[config.mk]
export PLATFORM = sky130hd
export DESIGN_NAME = sid_regfile_flat
export DESIGN_NICKNAME = d
export VERILOG_FILES = /design/src/rtl/sid_regfile_if.sv /design/src/rtl/sid_regfile.sv /design/src/flat_wrapper.sv
export SDC_FILE = /design/constraint.sdc
export NUM_CORES = 1
export LEC_CHECK = 0
export CAP_MARGIN = 10
export CORE_MARGIN = 2
export CORE_UTILIZATION = 45
export DETAILED_ROUTE_END_ITERATION = 8
export DONT_BUFFER_PORTS = 1
export PLACE_DENSITY = 0.64
export SLEW_MARGIN = 20
export SYNTH_ARGS = -nofsm -noshare
export SYNTH_HDL_FRONTEND = slang
export SYNTH_SLANG_ARGS = --single-unit
export TNS_END_PERCENT = 5
[constraint.sdc]
create_clock -name clock -period 3.9 [get_ports clock]
set_clock_uncertainty 0.05 [all_clocks]
set_input_delay 0.39 -clock clock [delete_from_list [all_inputs] [get_ports clock]]
set_output_delay 0.39 -clock clock [all_outputs]
set_load 0.05 [all_outputs]
[src/rtl/sid_regfile_if.sv]
// CPU-side bus of one SID register file.
//   cs, we, addr, data_in : access request, sampled on the clock edge
//   data_out, rd_valid    : registered read response (one-cycle rd_valid pulse)
interface sid_regfile_if;
    logic       cs;
    logic       we;
    logic [4:0] addr;
    logic [7:0] data_in;
    logic [7:0] data_out;
    logic       rd_valid;

    modport master (output cs, we, addr, data_in, input  data_out, rd_valid);
    modport slave  (input  cs, we, addr, data_in, output data_out, rd_valid);
endinterface

[src/rtl/sid_regfile.sv]
// Register writer/reader for one SID instance (3 voices + filter/volume).
//   clock, reset (async, active low), ce_1m (1 MHz enable, decay timing only)
//   bus            : CPU access interface (slave side)
//   freq_lo..sus_rel : per-voice register buses, voice n in bits [8n+7:8n]
//   fc_lo, fc_hi, res_filt, mode_vol : filter/volume registers 0x15-0x18
//   pot_x, pot_y, osc3, env3 : read-only sources for 0x19-0x1C
// Reads are serviced in two stages: the request edge captures the read
// value (and loads the bus latch for read-only sources), the following edge
// presents it on data_out with a rd_valid pulse.
module sid_regfile #(
    parameter logic [15:0] DECAY_CYCLES = 16'd8192
) (
    input  logic          clock,
    input  logic          reset,
    input  logic          ce_1m,
    sid_regfile_if.slave  bus,
    output logic [23:0]   freq_lo,
    output logic [23:0]   freq_hi,
    output logic [23:0]   pw_lo,
    output logic [23:0]   pw_hi,
    output logic [23:0]   control,
    output logic [23:0]   att_dec,
    output logic [23:0]   sus_rel,
    output logic [7:0]    fc_lo,
    output logic [7:0]    fc_hi,
    output logic [7:0]    res_filt,
    output logic [7:0]    mode_vol,
    input  logic [7:0]    pot_x,
    input  logic [7:0]    pot_y,
    input  logic [7:0]    osc3,
    input  logic [7:0]    env3
);
    localparam int NUM_REGS = 25;   // writable registers 0x00-0x18

    logic [7:0]  r_regs [NUM_REGS];
    logic [7:0]  r_latch;
    logic [15:0] r_cnt;
    logic        r_rd_pend;
    logic [7:0]  r_rd_data;
    logic [7:0]  r_data_out;
    logic        r_rd_valid;

    logic        w_wr;
    logic        w_rd;
    logic        w_ro;
    logic [7:0]  w_ro_val;

    assign w_wr = bus.cs &  bus.we;
    assign w_rd = bus.cs & ~bus.we;
    assign w_ro = (bus.addr >= 5'h19) && (bus.addr <= 5'h1C);

    always_comb begin
        w_ro_val = 8'h00;
        case (bus.addr)
            5'h19:   w_ro_val = pot_x;
            5'h1A:   w_ro_val = pot_y;
            5'h1B:   w_ro_val = osc3;
            5'h1C:   w_ro_val = env3;
            default: w_ro_val = 8'h00;
        endcase
    end

    // Writable registers; writes above 0x18 match no entry.
    always_ff @(posedge clock or negedge reset) begin
        if (!reset) begin
            for (int i = 0; i < NUM_REGS; i++) r_regs[i] <= 8'h00;
        end else if (w_wr) begin
            for (int i = 0; i < NUM_REGS; i++)
                if (bus.addr == 5'(i)) r_regs[i] <= bus.data_in;
        end
    end

    // Bus latch and decay counter. Any cs cycle suppresses decay; only
    // writes and read-only-source reads reload it.
    always_ff @(posedge clock or negedge reset) begin
        if (!reset) begin
            r_latch <= 8'h00;
            r_cnt   <= 16'd0;
        end else if (w_wr) begin
            r_latch <= bus.data_in;
            r_cnt   <= DECAY_CYCLES;
        end else if (w_rd && w_ro) begin
            r_latch <= w_ro_val;
            r_cnt   <= DECAY_CYCLES;
        end else if (!bus.cs && ce_1m && r_cnt != 16'd0) begin
            r_cnt <= r_cnt - 16'd1;
            if (r_cnt == 16'd1) r_latch <= 8'h00;
        end
    end

    // Read pipeline: capture at the request edge, present one edge later.
    always_ff @(posedge clock or negedge reset) begin
        if (!reset) begin
            r_rd_pend  <= 1'b0;
            r_rd_data  <= 8'h00;
            r_data_out <= 8'h00;
            r_rd_valid <= 1'b0;
        end else begin
            r_rd_pend  <= w_rd;
            if (w_rd) r_rd_data <= w_ro ? w_ro_val : r_latch;
            r_rd_valid <= r_rd_pend;
            if (r_rd_pend) r_data_out <= r_rd_data;
        end
    end

    assign bus.data_out = r_data_out;
    assign bus.rd_valid = r_rd_valid;

    for (genvar v = 0; v < 3; v++) begin : g_voice
        assign freq_lo[8*v +: 8] = r_regs[7*v + 0];
        assign freq_hi[8*v +: 8] = r_regs[7*v + 1];
        assign pw_lo  [8*v +: 8] = r_regs[7*v + 2];
        assign pw_hi  [8*v +: 8] = r_regs[7*v + 3];
        assign control[8*v +: 8] = r_regs[7*v + 4];
        assign att_dec[8*v +: 8] = r_regs[7*v + 5];
        assign sus_rel[8*v +: 8] = r_regs[7*v + 6];
    end

    assign fc_lo    = r_regs[21];
    assign fc_hi    = r_regs[22];
    assign res_filt = r_regs[23];
    assign mode_vol = r_regs[24];
endmodule

[src/flat_wrapper.sv]
// flat-port wrapper written by rule: the top's interface ports become plain ports
module sid_regfile_flat 
#(
    parameter logic [15:0] DECAY_CYCLES = 16'd8192
)
  (clock, reset, ce_1m, freq_lo, freq_hi, pw_lo, pw_hi, control, att_dec, sus_rel, fc_lo, fc_hi, res_filt, mode_vol, pot_x, pot_y, osc3, env3, bus_cs, bus_we, bus_addr, bus_data_in, bus_data_out, bus_rd_valid);
  sid_regfile_if bus_i ();
  input  logic clock;
  input  logic reset;
  input  logic ce_1m;
  output logic [23:0] freq_lo;
  output logic [23:0] freq_hi;
  output logic [23:0] pw_lo;
  output logic [23:0] pw_hi;
  output logic [23:0] control;
  output logic [23:0] att_dec;
  output logic [23:0] sus_rel;
  output logic [7:0] fc_lo;
  output logic [7:0] fc_hi;
  output logic [7:0] res_filt;
  output logic [7:0] mode_vol;
  input  logic [7:0] pot_x;
  input  logic [7:0] pot_y;
  input  logic [7:0] osc3;
  input  logic [7:0] env3;
  input wire logic [$bits(bus_i.cs)-1:0] bus_cs;
  input wire logic [$bits(bus_i.we)-1:0] bus_we;
  input wire logic [$bits(bus_i.addr)-1:0] bus_addr;
  input wire logic [$bits(bus_i.data_in)-1:0] bus_data_in;
  output wire logic [$bits(bus_i.data_out)-1:0] bus_data_out;
  output wire logic [$bits(bus_i.rd_valid)-1:0] bus_rd_valid;
  assign bus_i.cs = bus_cs;
  assign bus_i.we = bus_we;
  assign bus_i.addr = bus_addr;
  assign bus_i.data_in = bus_data_in;
  assign bus_data_out = bus_i.data_out;
  assign bus_rd_valid = bus_i.rd_valid;
  sid_regfile #(.DECAY_CYCLES(DECAY_CYCLES)) u_core (.clock(clock), .reset(reset), .ce_1m(ce_1m), .bus(bus_i), .freq_lo(freq_lo), .freq_hi(freq_hi), .pw_lo(pw_lo), .pw_hi(pw_hi), .control(control), .att_dec(att_dec), .sus_rel(sus_rel), .fc_lo(fc_lo), .fc_hi(fc_hi), .res_filt(res_filt), .mode_vol(mode_vol), .pot_x(pot_x), .pot_y(pot_y), .osc3(osc3), .env3(env3));
endmodule
==> results of run 1 <==
[layout make-up]
cell class	count	area [sq um]
Fill cell	1797	10670
Sequential cell	242	6056
Multi-Input combinational cell	415	3839
Clock buffer	39	729.5
Tap cell	280	350.3
Timing Repair Buffer	9	152.6
Clock inverter	9	112.6
Inverter	13	48.80
[how the worst min path moves through the flow]
stage,start,endpoint,cells past startpoint,slack [ns]
CTS,reset,u_core.freq_lo[1],0,-0.52
global placement,reset,u_core.freq_hi[5],0,0.05
detailed placement,reset,u_core.freq_lo[1],0,0.05
floorplan,reset,u_core.att_dec[0],0,0.04
global route,reset,u_core.freq_hi[5],0,-0.53
finish,reset,u_core.freq_lo[1],0,-0.50
[per-layer routing]
metal	GRT usage, %	routed length [um]	vias to the layer above
li1	-	-	2509
met1	27.36	10430	2995
met2	35.99	12490	228
met3	7.469	2408	35
met4	5.429	498	0
met5	0	0	-
[Yosys cell counts, drive strengths merged]
master / number
nor4b: 4
a31o: 1
ha: 2
a211oi: 5
nand3: 4
and2: 2
nor2b: 2
a221o: 8
and3: 1
nand4: 3
nor3b: 3
o221ai: 1
nand2b: 12
or3: 7
or4b: 1
a21boi: 1
nand4b: 3
clkbuf: 26
or2: 1
nor4: 2
a21oi: 24
xnor2: 4
nor2: 36
dfrtp: 242
o211ai: 7
buf: 10
o31ai: 1
nor3: 8
o21ai: 9
mux2: 208
mux2i: 1
xor2: 5
and2b: 2
inv: 13
nand2: 26
nand3b: 19
or4: 2
[kinds of logic after synthesis]
logic type,Yosys count,share of synthesized area (%)
buffers and inverters,49,2.203
XOR/XNOR,9,0.7797
flip-flops,242,59.91
adder cells (fa/ha/maj),2,0.2475
AO/OA/AOI/OAI,57,3.639
multiplexers,209,24.16
AND/OR/NAND/NOR,138,9.061
[cell usage in the layout (no fill, tap or decap), types with 5 or more instances in the layout]
master     count
dfrtp_1      242
mux2_2       184
clkbuf_16     26
mux2_4        24
a21oi_1       24
nand2_1       23
nor2_1        23
nand3b_1      19
inv_1         13
nor2_2        13
nand2b_1      12
clkbuf_1      10
o21ai_0        9
a221o_1        8
nor3_1         7
o211ai_1       7
buf_12         7
or3_1          6
xor2_1         5
a211oi_1       5
[where the power goes]
part	internal [mW]	switching (mW)
sequential	2.86	1.41
combinational	0.413	0.334
clock	1.43	0.985
total	4.71	2.73
[registers in the layout, indices dropped and copies added (netlist names), 16 cells and up]
| signal | cells |
|---|---|
| u_core.pw_hi | 24 |
| u_core.r_cnt | 16 |
| u_core.control | 24 |
| u_core.att_dec | 24 |
| u_core.freq_lo | 24 |
| u_core.sus_rel | 24 |
| u_core.freq_hi | 24 |
| u_core.pw_lo | 24 |
[critical path, cell delays in order, from the launching register on]
cell	delay, ns
dfrtp_1	0.45
inv_1	0.09
ha_1	0.20
nand3b_1	0.20
or4b_2	0.72
nor3_1	0.20
mux2i_1	0.21
nor2_1	0.05
==> impl_metrics.env, run 1 <==
export IMPL_place_inst=951
export IMPL_outcome="complete, but fails checks"
export IMPL_io_pins=259
export IMPL_fmaxAchievable_mhz=436.0
export IMPL_crit_path_start="u_core.r_cnt[0]"
export IMPL_netlist_cell_type_count=48
export IMPL_grt_pass1_wl_um=39290
export IMPL_insertion_delay_ns=0.53
export IMPL_layout_drive_gt1_share_pct=39.34
export IMPL_fin_nets=759
export IMPL_synth_nets=758
export IMPL_min_period_ns=2.294
export IMPL_core_area_sq_um=21960
export IMPL_final_util_pct=51.41
export IMPL_ant_nets=0
export IMPL_violations="negative hold slack"
export IMPL_row_count=54
export IMPL_worstSetupPathType="flop to flop"
export IMPL_yosysSeqAreaShare_pct=59.91
export IMPL_cts_sinks=242
export IMPL_synth_warnings=0
export IMPL_rr_endpoint="u_core.r_cnt[8]"
export IMPL_vias=5767
export IMPL_post_cts_buffers=0
export IMPL_hold_class="input pin to async pin"
export IMPL_finalMaxSlewViolations=0
export IMPL_fp_dieW_um=153.9
export IMPL_area_delta_synth_final_pct=11.67
export IMPL_gr_usage_all_layers_pct=21.66
export IMPL_drc=0
export IMPL_reg2reg_from="u_core.r_cnt[0]"
export IMPL_clockRootBuffer="clkbuf_16"
export IMPL_required_ns=4.25
export IMPL_die_y_um=153.9
export IMPL_yosys_top_cells_area="dfrtp_1 60%, mux2_2 20%, mux2_4 3.6%"
export IMPL_port_buffers=0
export IMPL_relSlewSlack_pct=47.36
export IMPL_gp_congestion=0.7882
export IMPL_synth_seq_cells=242
export IMPL_setup_violations=0
export IMPL_die_area_sq_um=23680
export IMPL_period_share_pct=58.81
export IMPL_netlist_area_sq_um=10110
export IMPL_reg2regPathDepth=7
export IMPL_power_density_nw_per_um2=658.8
export IMPL_drtPass1Iterations=4
export IMPL_finalSetupTns_ns=0
export IMPL_hpwlAfterDp_um=16450
export IMPL_total_power_mw=7.436
export IMPL_cts_inserted_buffers=26
export IMPL_post_place_ws_ns=1.488
export IMPL_drt_iter0_markers=314
export IMPL_overflow=0
export IMPL_fin_area_sq_um=11290
export IMPL_cts_tree="done"
export IMPL_initial_core_util_pct=46.03
export IMPL_cap_violations=0
export IMPL_critPathMaxFanout=5
export IMPL_worst_pin_slew_ns=0.7867
export IMPL_synth_top_area_cell="dfrtp_1"
export IMPL_grt_pass1_vias=6146
export IMPL_layout_cells_non_filler=1007
export IMPL_regToRegSetupSlack_ns=1.61
export IMPL_insertedDiodeCount=0
export IMPL_netlist_instances=706
export IMPL_end_kind="flop"
export IMPL_rsz0062_at_grt="false"
export IMPL_holdWs_ns=-0.4965
export IMPL_wl_um=25820
export IMPL_worstPathArrival_ns=2.65
export IMPL_route_detailed_wl_per_inst_um=25.64
export IMPL_vias_per_cell=5.727
export IMPL_cts_hold_buf=8
export IMPL_hold_viol=242
export IMPL_syn_avg_cell_area_sq_um=14.32
export IMPL_grt_max_degree=243
export IMPL_startpoint_type="flop"
export IMPL_placed_area_sq_um=10300
export IMPL_clk_path_buf_depth=3
export IMPL_p_leak_nw=5.286
export IMPL_cts_resized=0
export IMPL_fin_ws_ns=1.606
export IMPL_antenna_found_initial=0
export IMPL_synth_top_cell_area_share_pct=59.91
export IMPL_htreeDepth=1
export IMPL_ir_drop_mv=0.3877
export IMPL_path_clk_slew_ns=0.06
export IMPL_endpoint="u_core.r_cnt[8]"
Power figures use the tool's default switching activity.
==> run 2: changes to the inputs <==
Clock period 3.9 ns to 2.23 ns, I/O delays scaled along.
==> impl_metrics.env, run 2 (synthesized netlist as in run 1, its figures left out) <==
export IMPL_reg2regPathDepth=7
export IMPL_worst_pin_slew_ns=0.5458
export IMPL_p_clk_share_pct=31.5
export IMPL_crit_buf_inv=1
export IMPL_finalMaxSlewViolations=0
export IMPL_clk_path_buf_depth=3
export IMPL_insertion_delay_ns=0.53
export IMPL_io_pins=259
export IMPL_end_kind="flop"
export IMPL_cts_sinks=242
export IMPL_crit_chain="inv_1 -> ha_1 -> nand3b_1 -> or4b_2 -> nor3_2 -> mux2i_1 -> nor2_1"
export IMPL_core_area_sq_um=21960
export IMPL_route_detailed_wl_per_inst_um=25.20
export IMPL_drt_iter0_markers=470
export IMPL_cts_inserted_buffers=25
export IMPL_startpoint_type="flop"
export IMPL_cts_tree="done"
export IMPL_crit_path_top_delay_cell="or4b_2"
export IMPL_cts_hold_buf=45
export IMPL_clockRootBuffer="clkbuf_16"
export IMPL_wl_um=26660
export IMPL_fmaxAchievable_mhz=471.4
export IMPL_rsz0062_at_grt="false"
export IMPL_power_density_nw_per_um2=1112
export IMPL_post_place_ws_ns=0.05678
export IMPL_violations="negative hold slack"
export IMPL_holdWs_ns=-0.6533
export IMPL_grt_max_degree=243
export IMPL_initial_core_util_pct=46.03
export IMPL_p_leak_nw=5.511
export IMPL_gp_congestion=0.8247
export IMPL_hold_class="input pin to async pin"
export IMPL_p_int_mw=8.262
export IMPL_htreeDepth=1
export IMPL_fp_dieW_um=153.9
export IMPL_fin_ws_ns=0.1086
export IMPL_ir_drop_mv=0.6726
export IMPL_p_sw_mw=4.817
export IMPL_drc=0
export IMPL_ant_nets=0
export IMPL_critPathMaxFanout=3
export IMPL_crit_cells=7
export IMPL_die_y_um=153.9
export IMPL_grt_pass1_vias=6579
export IMPL_hold_viol=242
export IMPL_port_buffers=0
export IMPL_overflow=0
export IMPL_fin_nets=810
export IMPL_outcome="complete, but fails checks"
export IMPL_setup_violations=0
export IMPL_vias_per_cell=5.736
export IMPL_layout_drive_gt1_share_pct=38.71
export IMPL_cap_violations=0
export IMPL_total_power_mw=13.08
export IMPL_worstPathArrival_ns=2.48
export IMPL_slowest_delay_ns=0.71
export IMPL_drtPass1Iterations=5
export IMPL_gr_usage_all_layers_pct=22.51
export IMPL_area_delta_synth_final_pct=16.33
export IMPL_die_area_sq_um=23680
export IMPL_fill_cells=1762
export IMPL_worstSetupPathType="flop to flop"
export IMPL_finalSetupTns_ns=0
export IMPL_swShare_pct=36.83
export IMPL_path_clk_slew_ns=0.06
export IMPL_hpwlAfterDp_um=16440
export IMPL_seq_area_sq_um=6056
export IMPL_seqPwrFrac_pct=57.1
export IMPL_mostFrequentLayoutCells="242 x dfrtp_1, 184 x mux2_2, 37 x dlygate4sd3_1, 25 x clkbuf_16"
export IMPL_vias=6069
export IMPL_final_common_cell="dfrtp_1"
export IMPL_power_frac_comb_pct=11.4
export IMPL_period_share_pct=95.13
export IMPL_required_ns=2.59
export IMPL_relSlewSlack_pct=63.61
export IMPL_cpLargestDelayFamily="simple AND/OR/NAND/NOR gates"
export IMPL_antenna_found_initial=4
export IMPL_min_period_ns=2.121
export IMPL_multi_input_area_sq_um=3835
export IMPL_row_count=54
export IMPL_grt_pass1_wl_um=41000
## run 2: repair_timing
| item | CTS | global route |
|---|---|---|
| resized for setup | 0 | 1 |
| buffers inserted | 0 | 1 |
| hold endpoints to repair | 460 | 242 |
| setup endpoints to repair | 0 | 1 |
## run 2: worst reg2reg max path: stages (launching register included)
cell,delay [ns]
dfrtp_1,0.38
inv_1,0.09
ha_1,0.21
nand3b_1,0.15
or4b_2,0.71
nor3_2,0.16
mux2i_1,0.20
nor2_1,0.06
## run 2: through the flow
stage	instances	cell area, sq um	utilization (%)
floorplan	706	10110	-
global placement	965	10400	47.35
detailed placement	965	10400	47.35
CTS	1054	11740	53.46
global route	1058	11760	53.55
finish	1058	11760	53.55
## run 2: path summary, 6_finish.rpt
path	start	end	slack, ns
setup / recovery	u_core.r_cnt[1]	u_core.r_cnt[8]	0.11
hold / removal	reset	u_core.freq_lo[4]	-0.65
setup reg to reg	u_core.r_cnt[1]	u_core.r_cnt[8]	0.11
hold reg to reg	u_core.r_rd_data[2]	u_core.r_rd_data[2]	0.43
max in group asynchronous	reset	u_core.sus_rel[22]	2.52
min in group clock	env3[3]	u_core.r_latch[3]	0.02
## run 2: final cells by class
type                            instances  area share [%]
Antenna cell                            3         0.06384
Clock buffer                           36           5.927
Clock inverter                          8          0.9683
Inverter                               13          0.4150
Multi-Input combinational cell        415           32.61
Sequential cell                       242           51.50
Tap cell                              280           2.979
Timing Repair Buffer                   61           5.533
## run 2: layer usage
metal  GRT usage, %  share of wire, %  vias up
li1               -                 -     2617
met1          28.14                40     3178
met2          37.86                49      231
met3          7.554               8.9       43
met4          5.696               2.2        0
met5              0                 0        -
## run 2: power by group through the flow
stage               Sequential (mW)  Clock, mW  Combinational [mW]
floorplan                      7.33          0                1.08
global placement               7.52          0                1.21
detailed placement             7.55          0                1.29
CTS                            7.47       4.21                1.48
global route                   7.55       4.39                1.62
finish                         7.47       4.12                1.48
==> run 3: changes to the inputs <==
Settings changed: TNS_END_PERCENT 5 to 30.
==> results of run 3 <==
Same layout as run 2: the final DEF is identical, and so are final timing and power.
